==> src/rtl/lfsr_pkg.sv <==
// Shared LFSR helpers: legal parameter ranges and a single Galois step
// evaluated on a 64-bit container so any WIDTH from 3 to 64 can use it.
package lfsr_pkg;

    localparam int LFSR_WIDTH_MIN = 3;
    localparam int LFSR_WIDTH_MAX = 64;
    localparam int LFSR_STEP_MIN  = 1;

    // Returns {next_state, out_bit}; bits at or above width stay zero.
    function automatic logic [64:0] lfsr_step(input logic [63:0] state,
                                              input logic [63:0] poly,
                                              input int          width);
        logic [63:0] nxt;
        logic        fb;
        fb     = state[width-1];
        nxt    = '0;
        nxt[0] = fb;
        for (int k = 1; k < 64; k++) begin
            if (k < width) begin
                nxt[k] = state[k-1] ^ (poly[k] & fb);
            end
        end
        return {nxt, fb};
    endfunction

endpackage

==> src/rtl/lfsr_advance.sv <==
// Combinational stepper: applies STEP Galois steps to state in one cycle.
// bits[STEP-1] is the first bit shifted out.
module lfsr_advance
    import lfsr_pkg::*;
#(
    parameter int               WIDTH = 26,
    parameter logic [WIDTH-1:0] POLY  = 26'h182,
    parameter int               STEP  = 1
) (
    input  logic [WIDTH-1:0] state,
    output logic [WIDTH-1:0] next_state,
    output logic [STEP-1:0]  bits
);

    localparam logic [63:0] POLY_EXT = 64'(POLY);

    logic [63:0] walk;
    logic [64:0] step_r;

    always_comb begin
        walk             = '0;
        step_r           = '0;
        bits             = '0;
        walk[WIDTH-1:0]  = state;
        for (int i = 0; i < STEP; i++) begin
            step_r          = lfsr_step(walk, POLY_EXT, WIDTH);
            bits[STEP-1-i]  = step_r[0];
            walk            = step_r[64:1];
        end
        next_state = walk[WIDTH-1:0];
    end

endmodule

==> src/rtl/lfsr_stream_gen.sv <==
// Galois LFSR stream source with valid/ready output, seed load and wrap flag.
// Optional LFSR_ERR_INJ_EN adds err_inj to flip m_data[0] of one beat.
module lfsr_stream_gen
    import lfsr_pkg::*;
#(
    parameter int               WIDTH = 26,
    parameter logic [WIDTH-1:0] POLY  = 26'h182,
    parameter int               STEP  = 1
) (
    input  logic             clk,
    input  logic             rst_n,
    input  logic             enable,
    input  logic             load,
    input  logic [WIDTH-1:0] seed,
`ifdef LFSR_ERR_INJ_EN
    input  logic             err_inj,
`endif
    output logic             m_valid,
    input  logic             m_ready,
    output logic [STEP-1:0]  m_data,
    output logic [WIDTH-1:0] state,
    output logic             wrap
);

    if (WIDTH < LFSR_WIDTH_MIN || WIDTH > LFSR_WIDTH_MAX) begin : g_bad_width
        $error("lfsr_stream_gen: WIDTH out of range");
    end
    if (STEP < LFSR_STEP_MIN || STEP > WIDTH) begin : g_bad_step
        $error("lfsr_stream_gen: STEP out of range");
    end

    logic [WIDTH-1:0] state_q, state_d;
    logic [WIDTH-1:0] ref_seed_q, ref_seed_d;
    logic [STEP-1:0]  data_q, data_d;
    logic             valid_q, valid_d;
    logic             wrap_q, wrap_d;
    logic [WIDTH-1:0] adv_state;
    logic [STEP-1:0]  adv_bits;
    logic [WIDTH-1:0] load_val;
    logic [STEP-1:0]  inj_mask;
    logic             advance;

    lfsr_advance #(
        .WIDTH (WIDTH),
        .POLY  (POLY),
        .STEP  (STEP)
    ) u_advance (
        .state      (state_q),
        .next_state (adv_state),
        .bits       (adv_bits)
    );

    // A zero seed would lock the register up, so it is mapped to 1.
    assign load_val = (seed == '0) ? WIDTH'(1) : seed;
    assign advance  = enable & ~load & (~valid_q | m_ready);

`ifdef LFSR_ERR_INJ_EN
    logic err_pend_q, err_pend_d;

    assign inj_mask = STEP'(err_pend_q | err_inj);

    always_comb begin
        err_pend_d = err_pend_q | err_inj;
        if (load || (advance && state_q != '0)) begin
            err_pend_d = 1'b0;
        end
    end

    always_ff @(posedge clk) begin
        if (!rst_n) begin
            err_pend_q <= 1'b0;
        end else begin
            err_pend_q <= err_pend_d;
        end
    end
`else
    assign inj_mask = '0;
`endif

    always_comb begin
        state_d    = state_q;
        ref_seed_d = ref_seed_q;
        data_d     = data_q;
        wrap_d     = wrap_q;
        valid_d    = valid_q & ~m_ready;
        if (load) begin
            state_d    = load_val;
            ref_seed_d = load_val;
            valid_d    = 1'b0;
            wrap_d     = 1'b0;
        end else if (advance) begin
            // An all-zero state is recovered without presenting a beat.
            if (state_q == '0) begin
                state_d = WIDTH'(1);
            end else begin
                state_d = adv_state;
                data_d  = adv_bits ^ inj_mask;
                valid_d = 1'b1;
                wrap_d  = (adv_state == ref_seed_q);
            end
        end
    end

    always_ff @(posedge clk) begin
        if (!rst_n) begin
            state_q    <= WIDTH'(1);
            ref_seed_q <= WIDTH'(1);
            data_q     <= '0;
            valid_q    <= 1'b0;
            wrap_q     <= 1'b0;
        end else begin
            state_q    <= state_d;
            ref_seed_q <= ref_seed_d;
            data_q     <= data_d;
            valid_q    <= valid_d;
            wrap_q     <= wrap_d;
        end
    end

    assign m_valid = valid_q;
    assign m_data  = data_q;
    assign state   = state_q;
    assign wrap    = wrap_q;

endmodule

==> config.mk <==
export PLATFORM = sky130hd
export DESIGN_NAME = lfsr_stream_gen
export DESIGN_NICKNAME = d
export VERILOG_FILES = /design/src/rtl/lfsr_pkg.sv /design/src/rtl/lfsr_advance.sv /design/src/rtl/lfsr_stream_gen.sv
export SDC_FILE = /design/constraint.sdc
export NUM_CORES = 1
export LEC_CHECK = 0
export BUFFER_PORTS_ARGS = -buffer_cell sky130_fd_sc_hd__buf_2
export CORE_UTILIZATION = 54
export CTS_CLUSTER_DIAMETER = 200
export DETAILED_ROUTE_END_ITERATION = 7
export PLACE_DENSITY_LB_ADDON = 0.05
export SLEW_MARGIN = 20
export SYNTH_ARGS = -nofsm -noshare
export SYNTH_HDL_FRONTEND = slang
export SYNTH_HIERARCHICAL = 1
export SYNTH_SLANG_ARGS = --single-unit
==> constraint.sdc <==
create_clock -name clk -period 1.84 [get_ports clk]
set_input_delay 0.276 -clock clk [delete_from_list [all_inputs] [get_ports clk]]
set_output_delay 0.276 -clock clk [all_outputs]
set_load 0.05 [all_outputs]
**Yosys cells after proc, flatten, opt, wreduce, memory -nomap -nowiden**

Cells that the tools add are included.

- Flip-flop bits (word level): 55
- Bits in latches: 0
- Bits in writable memories: 0
- Bits in read-only memories: 0
- Output and inout bits: 29
- Word-level logic and storage cells: 30
- Memories: 0

- Add/sub/neg operators: 0
- Multiply operators: 0
- Div/mod/pow operators: 0
- Order comparisons: 0
- Equal/unequal tests: 1
- Shift-type cells: 0
- Muxes and demuxes: 6
- Bitwise gates (word level): 12
- Reductions and logical operators: 6

Operators by type and width:

| kind | count |
|---|---|
| 2-to-1 mux 26 bit | 4 |
| logical NOT 26 bit | 2 |
| == test 26 bit | 1 |
| inverter 1 bit | 5 |
| bitwise AND 1 bit | 3 |
| AND reduction 3 bit | 1 |
| bitwise XOR 1 bit | 3 |
| 2-to-1 mux 1 bit | 2 |
| AND reduction 2 bit | 1 |
| nonzero test 2 bit | 1 |
| OR reduction 2 bit | 1 |
| bitwise OR 1 bit | 1 |

**Logic depth before layout (Yosys ltp)**

Gate-level depths: netlist of the first run.

- Depth after elaboration: 5
- Depth in mapped cells: 7
- Gate-level depth less buffers: 6

**Modules after synthesis**

Netlist of the first run, hierarchy kept.

Modules (own cells, without submodules):

| module | instances | cells an instance | area each (um^2) | sequential area each (um^2) |
|---|---|---|---|---|
| lfsr_stream_gen | 1 | 258 | 2565.0 | 1101.1 |
| lfsr_advance | 1 | 27 | 206.4 | 0.0 |

**Worst setup path before layout of the first run**

OpenSTA, ideal clock, no wires.

- Path type: register -> register
- From: reg state_q[25] (netlist: state[25])
- To: reg wrap_q (netlist: wrap)
- Setup time: 0.074 ns
- Arrival time: 1.682 ns
- Setup slack: 0.084 ns
- Stages on the path, launching flop included: 7
- Path buffers: 0
- Clock period less this slack: 1.756 ns
- Path through: dfxtp_1 > xor2_1 > xnor2_1 > nand4_1 > nor4_1 > nand3_1 > o21ai_0

RTL lines:

| item | RTL line | text |
|---|---|---|
| start: declaration | lfsr_stream_gen.sv:32 | `logic [WIDTH-1:0] state_q, state_d;` |
| start signal: assignment | lfsr_stream_gen.sv:112 | `state_q <= state_d;` |
| bitwise XOR 1 bit | lfsr_pkg.sv:20 | `nxt[k] = state[k-1] ^ (poly[k] & fb);` |
| named net adv_state[7] | lfsr_stream_gen.sv:37 | `logic [WIDTH-1:0] adv_state;` |
| == test 26 bit | lfsr_stream_gen.sv:99 | `wrap_d = (adv_state == ref_seed_q);` |
| end signal: assignment | lfsr_stream_gen.sv:116 | `wrap_q <= wrap_d;` |
| end: declaration | lfsr_stream_gen.sv:36 | `logic wrap_q, wrap_d;` |

The timed path passes the listed nets, and every way through them passes these cells.
A chain may end at the register's enable or synchronous reset.

**Worst setup path after layout of the first run**

- From: reg state_q[6] (netlist: state[6])
- To: reg state_q[13] (netlist: state[13])

- Cells in the longest elaborated chain, start to end: 4

RTL lines:

| item | RTL line | text |
|---|---|---|
| logical NOT 26 bit | lfsr_stream_gen.sv:93 | `if (state_q == '0) begin` |
| 2-to-1 mux 26 bit | lfsr_stream_gen.sv:93 |  |
| 2-to-1 mux 26 bit | lfsr_stream_gen.sv:91 | `end else if (advance) begin` |
| 2-to-1 mux 26 bit | lfsr_stream_gen.sv:86 | `if (load) begin` |

No other way between the ends. The select of a mux whose other input is x is not followed.

==> results of run 1 <==
[kinds of logic after synthesis]
| family | Yosys count |
|---|---|
| AO/OA/AOI/OAI | 77 |
| multiplexers | 5 |
| XOR/XNOR | 29 |
| buffers and inverters | 43 |
| AND/OR/NAND/NOR | 76 |
| flip-flops | 55 |
[per-stage QoR]
step,util [%],std cells
after CTS,67.4,413
after global placement,65.9,407
final,68.1,413
after detailed placement,65.9,407
after global routing,68.1,413
after floorplan,-,285
[flip-flops by register name, summed over array words and instances, names as in the netlist]
signal      cells
wrap            1
m_data          1
state          26
ref_seed_q     26
m_valid         1
[worst reg2reg max path, delay by kind of cell, from the launching register on]
kind,cells,cell delay [ns]
AO/OA/AOI/OAI,2,0.37
buffers and inverters,1,0.21
flip-flops,1,0.35
AND/OR/NAND/NOR,3,0.71
[Yosys cell counts]
master     n
a21oi_4    1
and3_2     1
xnor2_1   26
inv_1      1
clkbuf_1   8
nor2_1    30
a221oi_1   5
nand2_1    9
nor3_1     2
buf_4     24
nor2b_1    6
a221oi_2  20
nand2b_1   1
and4_4     1
o311ai_2   1
buf_6      2
a21oi_2    1
a22o_1    21
a21boi_0   1
nor4_1    13
dfxtp_1   55
mux2i_1    5
xor2_1     3
o21ai_0   27
nor2_2     1
nand3_1    3
buf_2      8
and2_1     2
nand4_1    7
[cell type report]
type	count	share of cell area (%)
Inverter	1	0.114
Tap cell	67	2.56
Timing Repair Buffer	97	18.1
Clock buffer	6	2.21
Multi-Input combinational cell	187	43.4
Sequential cell	55	33.6
[worst max-delay path by stage]
stage	end	cells after the start	slack, ns	from
final	state[13]$_SDFFE_PN0P_	6	0.11	state[6]$_SDFFE_PN0P_
after global routing	state[13]$_SDFFE_PN0P_	6	0.01	state[16]$_SDFFE_PN0P_
after CTS	state[13]$_SDFFE_PN0P_	6	0.07	state[16]$_SDFFE_PN0P_
after detailed placement	ref_seed_q[3]$_SDFFE_PN0P_	7	0.08	seed[0]
after global placement	ref_seed_q[12]$_SDFFE_PN0P_	7	0.07	seed[0]
after floorplan	wrap$_SDFFE_PP0P_	6	0.08	state[25]$_SDFFE_PN0P_
[per-layer routing]
metal | vias to the layer above | routed length [um] | GRT usage [%]
met5 | - | 0 | 0
met4 | 0 | 72 | 7.05
met2 | 80 | 3440 | 45.6
li1 | 1146 | - | -
met1 | 1197 | 3540 | 40.9
met3 | 8 | 378 | 5.62
[power by group through the flow]
stage          sequential, mW  clock, mW  combinational, mW
2_1_floorplan            1.52          0              0.387
3_3_place_gp             1.35          0              0.766
3_5_place_dp             1.35          0              0.773
4_1_cts                  1.33      0.639              0.776
5_1_grt                  1.34      0.688              0.839
6_report                 1.33      0.628              0.787
==> reports/summary.md, run 1 <==
The number of ports placed on the die boundary is 60, and the worst-path maximum fanout is 9. Prior to clock tree synthesis, the placed netlist has a worst setup slack of 0.0832 ns. The worst vdd rail ir drop is 525 uV.

In this run, CTS created clock tree buffers numbering 5. The tools report the max-slew violation count as 0. Worst clock skew: 0.00654 ns. The run finished with clean final reports. For this design the total switching power over the nets is 0.919 mW.

The cell count after synthesis came out at 285. Clock-pin slew was measured on the worst setup and hold paths at 0.09 ns. For this run, the number of Yosys warnings is 6. The number of DRC markers in iteration 0 is 228, and the actual transition at the worst max-transition pin is 0.471 ns.

The run gives 0.814 as the final weighted congestion of routability-driven global placement. The logs give 0.109 ns for the final worst setup slack and 0.00143 mm2 for the multi-input gate area in the final layout. Derived from the worst setup path, the maximum achievable clock frequency is 578 MHz.

The share of the Yosys chip area taken by registers is 39.7%. For the post-CTS setup buffer count, the log shows 0. Source of the worst register-to-register timing path: state[6]$_SDFFE_PN0P_. The total overflow reported by the global router was 0. The clock tree synthesis step divided the H-tree into 2 levels. For the worst setup path, the data required time is 2.04 ns.

In this run the remaining antenna-violating nets after routing total 0. The final routed wire length divided by cell count was 18.0 um. The tools report the number of buffers on the longest clock path as 2.

The biggest area contributor in the post-synthesis netlist is dfxtp_1. The ratio of routed vias to standard cells is 5.89, and the count of state elements after synthesis is 55. The final setup violation count is 0.

Minimum clock period after layout: 1.73 ns. Entering global routing, the biggest net connects 35 pins. TritonCTS built the clock tree. In this run the critical register-to-register path is captured at state[13]$_SDFFE_PN0P_. Before antenna repair, the detailed router went through 4 iterations. In the routed design, unresolved DRC markers number 0. Logic gate share of total power: 28.6%. The number of global-route vias before repair came out at 2,257. After synthesis, the largest area contributor takes up 39.7% of total cell area. The x dimension of the die was 73.6 um; the distinct cell type count after synthesis was 29. Traced cell by cell, the critical path runs through nor4_1 -> and4_4 -> a21oi_4 -> buf_4 -> a221oi_2 -> nor2_1. After layout, the design draws a total of 2.75 mW. Detailed routing inserted a total of 2,431 vias.

The logs give 0 for the initial antenna violation count and 1.93 ns for the data arrival time of the critical path. After the last flow step, the layout net total stands at 378. Setup repair after global routing left no endpoint under its margin. The cell family contributing the most delay on the critical path is simple AND/OR/NAND/NOR gates. The run gives 0.00542 mm2 as the full die area. The area overhead of the layout relative to synthesis came out at 18.4%. The share of layout cells above drive strength 1 came out at 38.7%. The internal portion of the total power is 1.83 mW. After detailed placement, the total cell area comes to 0.00318 mm2. The number of diodes is 0, and the share of synthesized cell area in and, or, nand and nor gates is 13.6%.

The worst hold path begins at seed[13]. Global routing used 29.0% of the available tracks across all layers. Summing the areas of all compound-gate instances in the mapped netlist gives 25.7% of the synthesized area. For the fill cell instance count of the final layout, the log shows 458. The synthesized netlist devotes 0% of its cell area to adder and majority cells. After detailed routing, the total wire length is 7.43 mm. Count of buffer and inverter cells on the critical path: 1. The die is 73.6 um tall. In this run the register-to-register setup slack is 0.11 ns.

The critical path is of the flop to flop type. The region available for standard cell placement spans 0.00482 mm2. Summed over all nets, the half-perimeter wirelength after detailed placement is 5.39 mm.

The worst hold path passes through 2 cells. The top cell types in the final layout, fill and taps aside, are 59 x buf_2, 54 x dfxtp_1, 37 x buf_4, 30 x nor2_1, 27 x o21ai_0. The number of buffers added on ports is 59. Dividing total power by cell area gives a power density of 838 mW/mm2. By area the synthesized netlist is led by dfxtp_1 40%, a221oi_2 11%, xnor2_1 8.2%, a22o_1 6.6%, buf_4 6.5%.

The logs give 48.5% for the portion of total power attributed to sequential cells and 0.00328 mm2 for the final non-filler cell area. The initial core utilization is 57.5%, and the quantity of gates resized following cts is 0. Dividing the synthesized area by the synthesized cell count gives 9.72 um2. The tools report the library cell used as clock root buffer as clkbuf_8. On the worst path, the slowest cell contributes a delay of 0.35 ns.

Hold is met by 0.226 ns. The worst hold path belongs to the class primary input to flop. In the synthesized netlist, mux cells make up 1.81% of the area. Counting every sink on the clock net gives 55. By area, the combinational part of the netlist is dominated by compound AO/OA/AOI/OAI gates. Hold repair after CTS inserted 0 buffers. The worst hold path terminates at ref_seed_q[13]$_SDFFE_PN0P_.

For the setup TNS after final layout, the log shows 0 ns. The cell with the largest stage delay on the worst path is dfxtp_1. Dividing the final minimum period by the clock period gives 94.1%. The first global-routing pass estimated 11.7 mm of wire.

Of the total synthesized cell area, the portion taken by XOR and XNOR cells is 9.16%. The cell area that synthesis handed to floorplanning was 0.00277 mm2. The tightest slew margin relative to the limit is 68.3%. STA classifies the critical path endpoint as a flop. The worst register-to-register path has a depth of 6. The clock network burns 22.9% of the power. The analysis attributes to cell leakage a power of 1.36 nW. The switching part of the total was 33.4%. Leaving out fill and tap cells, the most frequent cell in the layout is buf_2.

The floorplan has 25 rows. The tool flagged a number of max-cap violations equal to 0. The net count after synthesis came out at 316.

The tools report the kind of launch point of the worst setup path as a flop. The area used by sequential logic in the layout is 0.00110 mm2. Final count of hold timing violations: 0. At the later pin of the worst-skew pair, clock insertion delay measures 0.31 ns.
Power figures use the tool's default switching activity.
==> run 2: changes to the inputs <==
--- a/config.mk
+++ b/config.mk
@@ -6,7 +6,9 @@
 export NUM_CORES = 1
 export LEC_CHECK = 0
 export BUFFER_PORTS_ARGS = -buffer_cell sky130_fd_sc_hd__buf_2
-export CORE_UTILIZATION = 54
+export CELL_PAD_IN_SITES_DETAIL_PLACEMENT = 1
+export CELL_PAD_IN_SITES_GLOBAL_PLACEMENT = 2
+export CORE_UTILIZATION = 33
 export CTS_CLUSTER_DIAMETER = 200
 export DETAILED_ROUTE_END_ITERATION = 7
 export PLACE_DENSITY_LB_ADDON = 0.05
==> reports/summary.md, run 2 (synthesis gave the netlist of run 1 again) <==
The run finished with clean final reports. Clock input transition at the sequential cells of the worst setup and hold paths: 0.10 ns. For the worst flop-to-flop path, the logic depth is 6. Entering global routing, the biggest net connects 26 pins.

The logs give 0 for the post-CTS setup buffer count and 578 MHz for the maximum frequency from static timing analysis. Routability-driven placement finished with a final weighted congestion of 0.778. After detailed routing, the number of vias per cell comes to 5.26. The highest-utilization routing layer at the global route stage is met2.

The tree is rooted in a clkbuf_8. In this run the horizontal extent of the chip is 93.6 um. Setup repair after global routing could not meet its margin everywhere. In the final design database the tool counted 381 nets. The startpoint identified for the worst hold timing path is seed[17]. 0 antenna diodes ended up in the layout. Of all nets on the critical path, the largest fanout is 8. The run gives 0 as the final count of hold timing violations.

The tools report the number of buffers on the longest clock path as 2. In the layout the commonest cells are 59 x buf_2, 54 x dfxtp_1, 37 x buf_4, 30 x nor2_1, 27 x o21ai_0. After detailed routing, the average wire length per cell comes to 19.5 um. The final non-filler cell area is 0.00339 mm2.

Number of cell rows: 33. The kind of launch point of the worst setup path was a flop. Once the floorplan was initialized, standard cells occupied 33.9% of the core. The run gives 2,398 as the via total after detailed routing.

Setup violations remaining at the end of the flow were counted as 0. The most common cell after layout, fill and taps aside was buf_2. For the number of global-route vias before repair, the log shows 2,400.

The tightest slew margin relative to the limit came out at 68.0%. The run gives 8.91 mm as the wire length after detailed routing. The H-tree was split into 2 levels.

The area of the core region was 0.00818 mm2; the leakage power figure was 1.39 nW. Global routing finished with a remaining overflow of 0. Across the routed clock network, the largest skew measured is 0.0148 ns. The die is 93.6 um tall. The category of the critical setup timing path is flop to flop. The total placed instance area was 0.00328 mm2. STA classifies the critical path endpoint as a flop.

Of the available clock period, the critical path in the final layout requires 94.1%. For this design, the sink count on the clock tree is 55. The reported max-cap violation count came out at 0.

Global routing used 30.5% of the available met1 tracks. Total CTS buffers: 5. In this run the tool buffered the top-level ports with 59 buffer cells.

The area growth from synthesis to layout is 22.3%. The clock reaches the later pin of the worst-skew pair after 0.31 ns. For the pin with the worst max-slew slack, the measured transition is 0.476 ns. For the initial antenna violation count, the log shows 0.

The remaining antenna violation count after routing is 0, and the number of ports placed on the die boundary is 60. For this run, the total global-route usage over all layers was measured as 21.3%. The DRC violation count after routing is 0. The full die area was 0.00877 mm2. The detailed router finished its first iteration with 89 violations. Hold timing on the final database bottoms out at a slack of 0.224 ns. TritonCTS built the clock tree. For the global-route wire length before repair, the log shows 13.9 mm. Global routing used 3.17% of the available met3 tracks. Start point of the critical path: state[9]$_SDFFE_PN0P_. The tightest min-delay check is of the primary input to flop type. After legalization and detailed placement, the total HPWL measured 6.67 mm. The worst-case IR drop observed on VDD is 307 uV.

The max-slew violation count came out at 0. The run gives 4 as the number of optimization iterations in the first detailed-route pass. For the finished layout, the period the worst path requires is 1.73 ns. Of the cells placed in the final design, the portion with a size suffix greater than 1 is 39.0%. The data arrival time of the critical path is 1.94 ns, and the ratio of total power to cell area is 834 mW/mm2.

The logs give 2.05 ns for the worst path required time and 34.4% for the global routing met2 resource utilization. Source of the worst register-to-register timing path: state[9]$_SDFFE_PN0P_. The worst hold path was traced through 2 stages.
## run 2: final timing paths
| check | to | slack (ns) |
|---|---|---|
| max | state[23]$_SDFFE_PN0P_ | 0.11 |
| max reg2reg | state[23]$_SDFFE_PN0P_ | 0.11 |
| min reg2reg | m_data$_SDFFE_PN0P_ | 0.47 |
| min | ref_seed_q[17]$_SDFFE_PN0P_ | 0.22 |
## run 2: critical path, cell delays in order, from the launching register on
cell and delay [ns]:
dfxtp_1 0.34, nor4_2 0.36, and4_4 0.32, a21oi_4 0.10, buf_12 0.17, a221oi_2 0.25, nor2_1 0.08
## run 2: metrics by stage
| stage | cells | setup TNS [ns] | power [mW] | setup slack (ns) | util (%) |
|---|---|---|---|---|---|
| 2_1_floorplan | 285 | 0 | 1.91 | 0.0840 | - |
| 3_3_place_gp | 448 | -0.0225 | 2.18 | -0.0201 | 40.2 |
| 3_5_place_dp | 448 | -0.411 | 2.18 | -0.0497 | 40.2 |
| 4_1_cts | 456 | 0 | 2.86 | 0.00271 | 41.2 |
| 5_1_grt | 456 | -0.00706 | 2.97 | -0.00706 | 41.5 |
| 6_report | 456 | 0 | 2.83 | 0.109 | 41.5 |
## run 2: final cells by class
| type | count | area, um2 |
|---|---|---|
| inverter | 1 | 3.75 |
| fill | 967 | 4780 |
| timing repair buffer | 100 | 653 |
| tap | 105 | 131 |
| clock inverter | 1 | 5.00 |
| clock buffer | 7 | 76.3 |
| multi-input combinational | 187 | 1420 |
| sequential | 55 | 1100 |
## run 2: where the power goes
part | leakage (nW) | total [mW] | internal [mW] | switching (mW)
clock | 0.0422 | 0.671 | 0.269 | 0.402
sequential | 0.455 | 1.33 | 1.27 | 0.0592
combinational | 0.897 | 0.825 | 0.320 | 0.505
## run 2: metal layers
layer	wire, um	vias to the layer above
met5	0	-
met2	4110	50
met3	319	2
met4	42	0
met1	4440	1188
li1	-	1158
## run 2: timing repair
action	CTS	global route
endpoints found under the setup margin	5	24
resized for setup	1	4
hold buffers	0	0
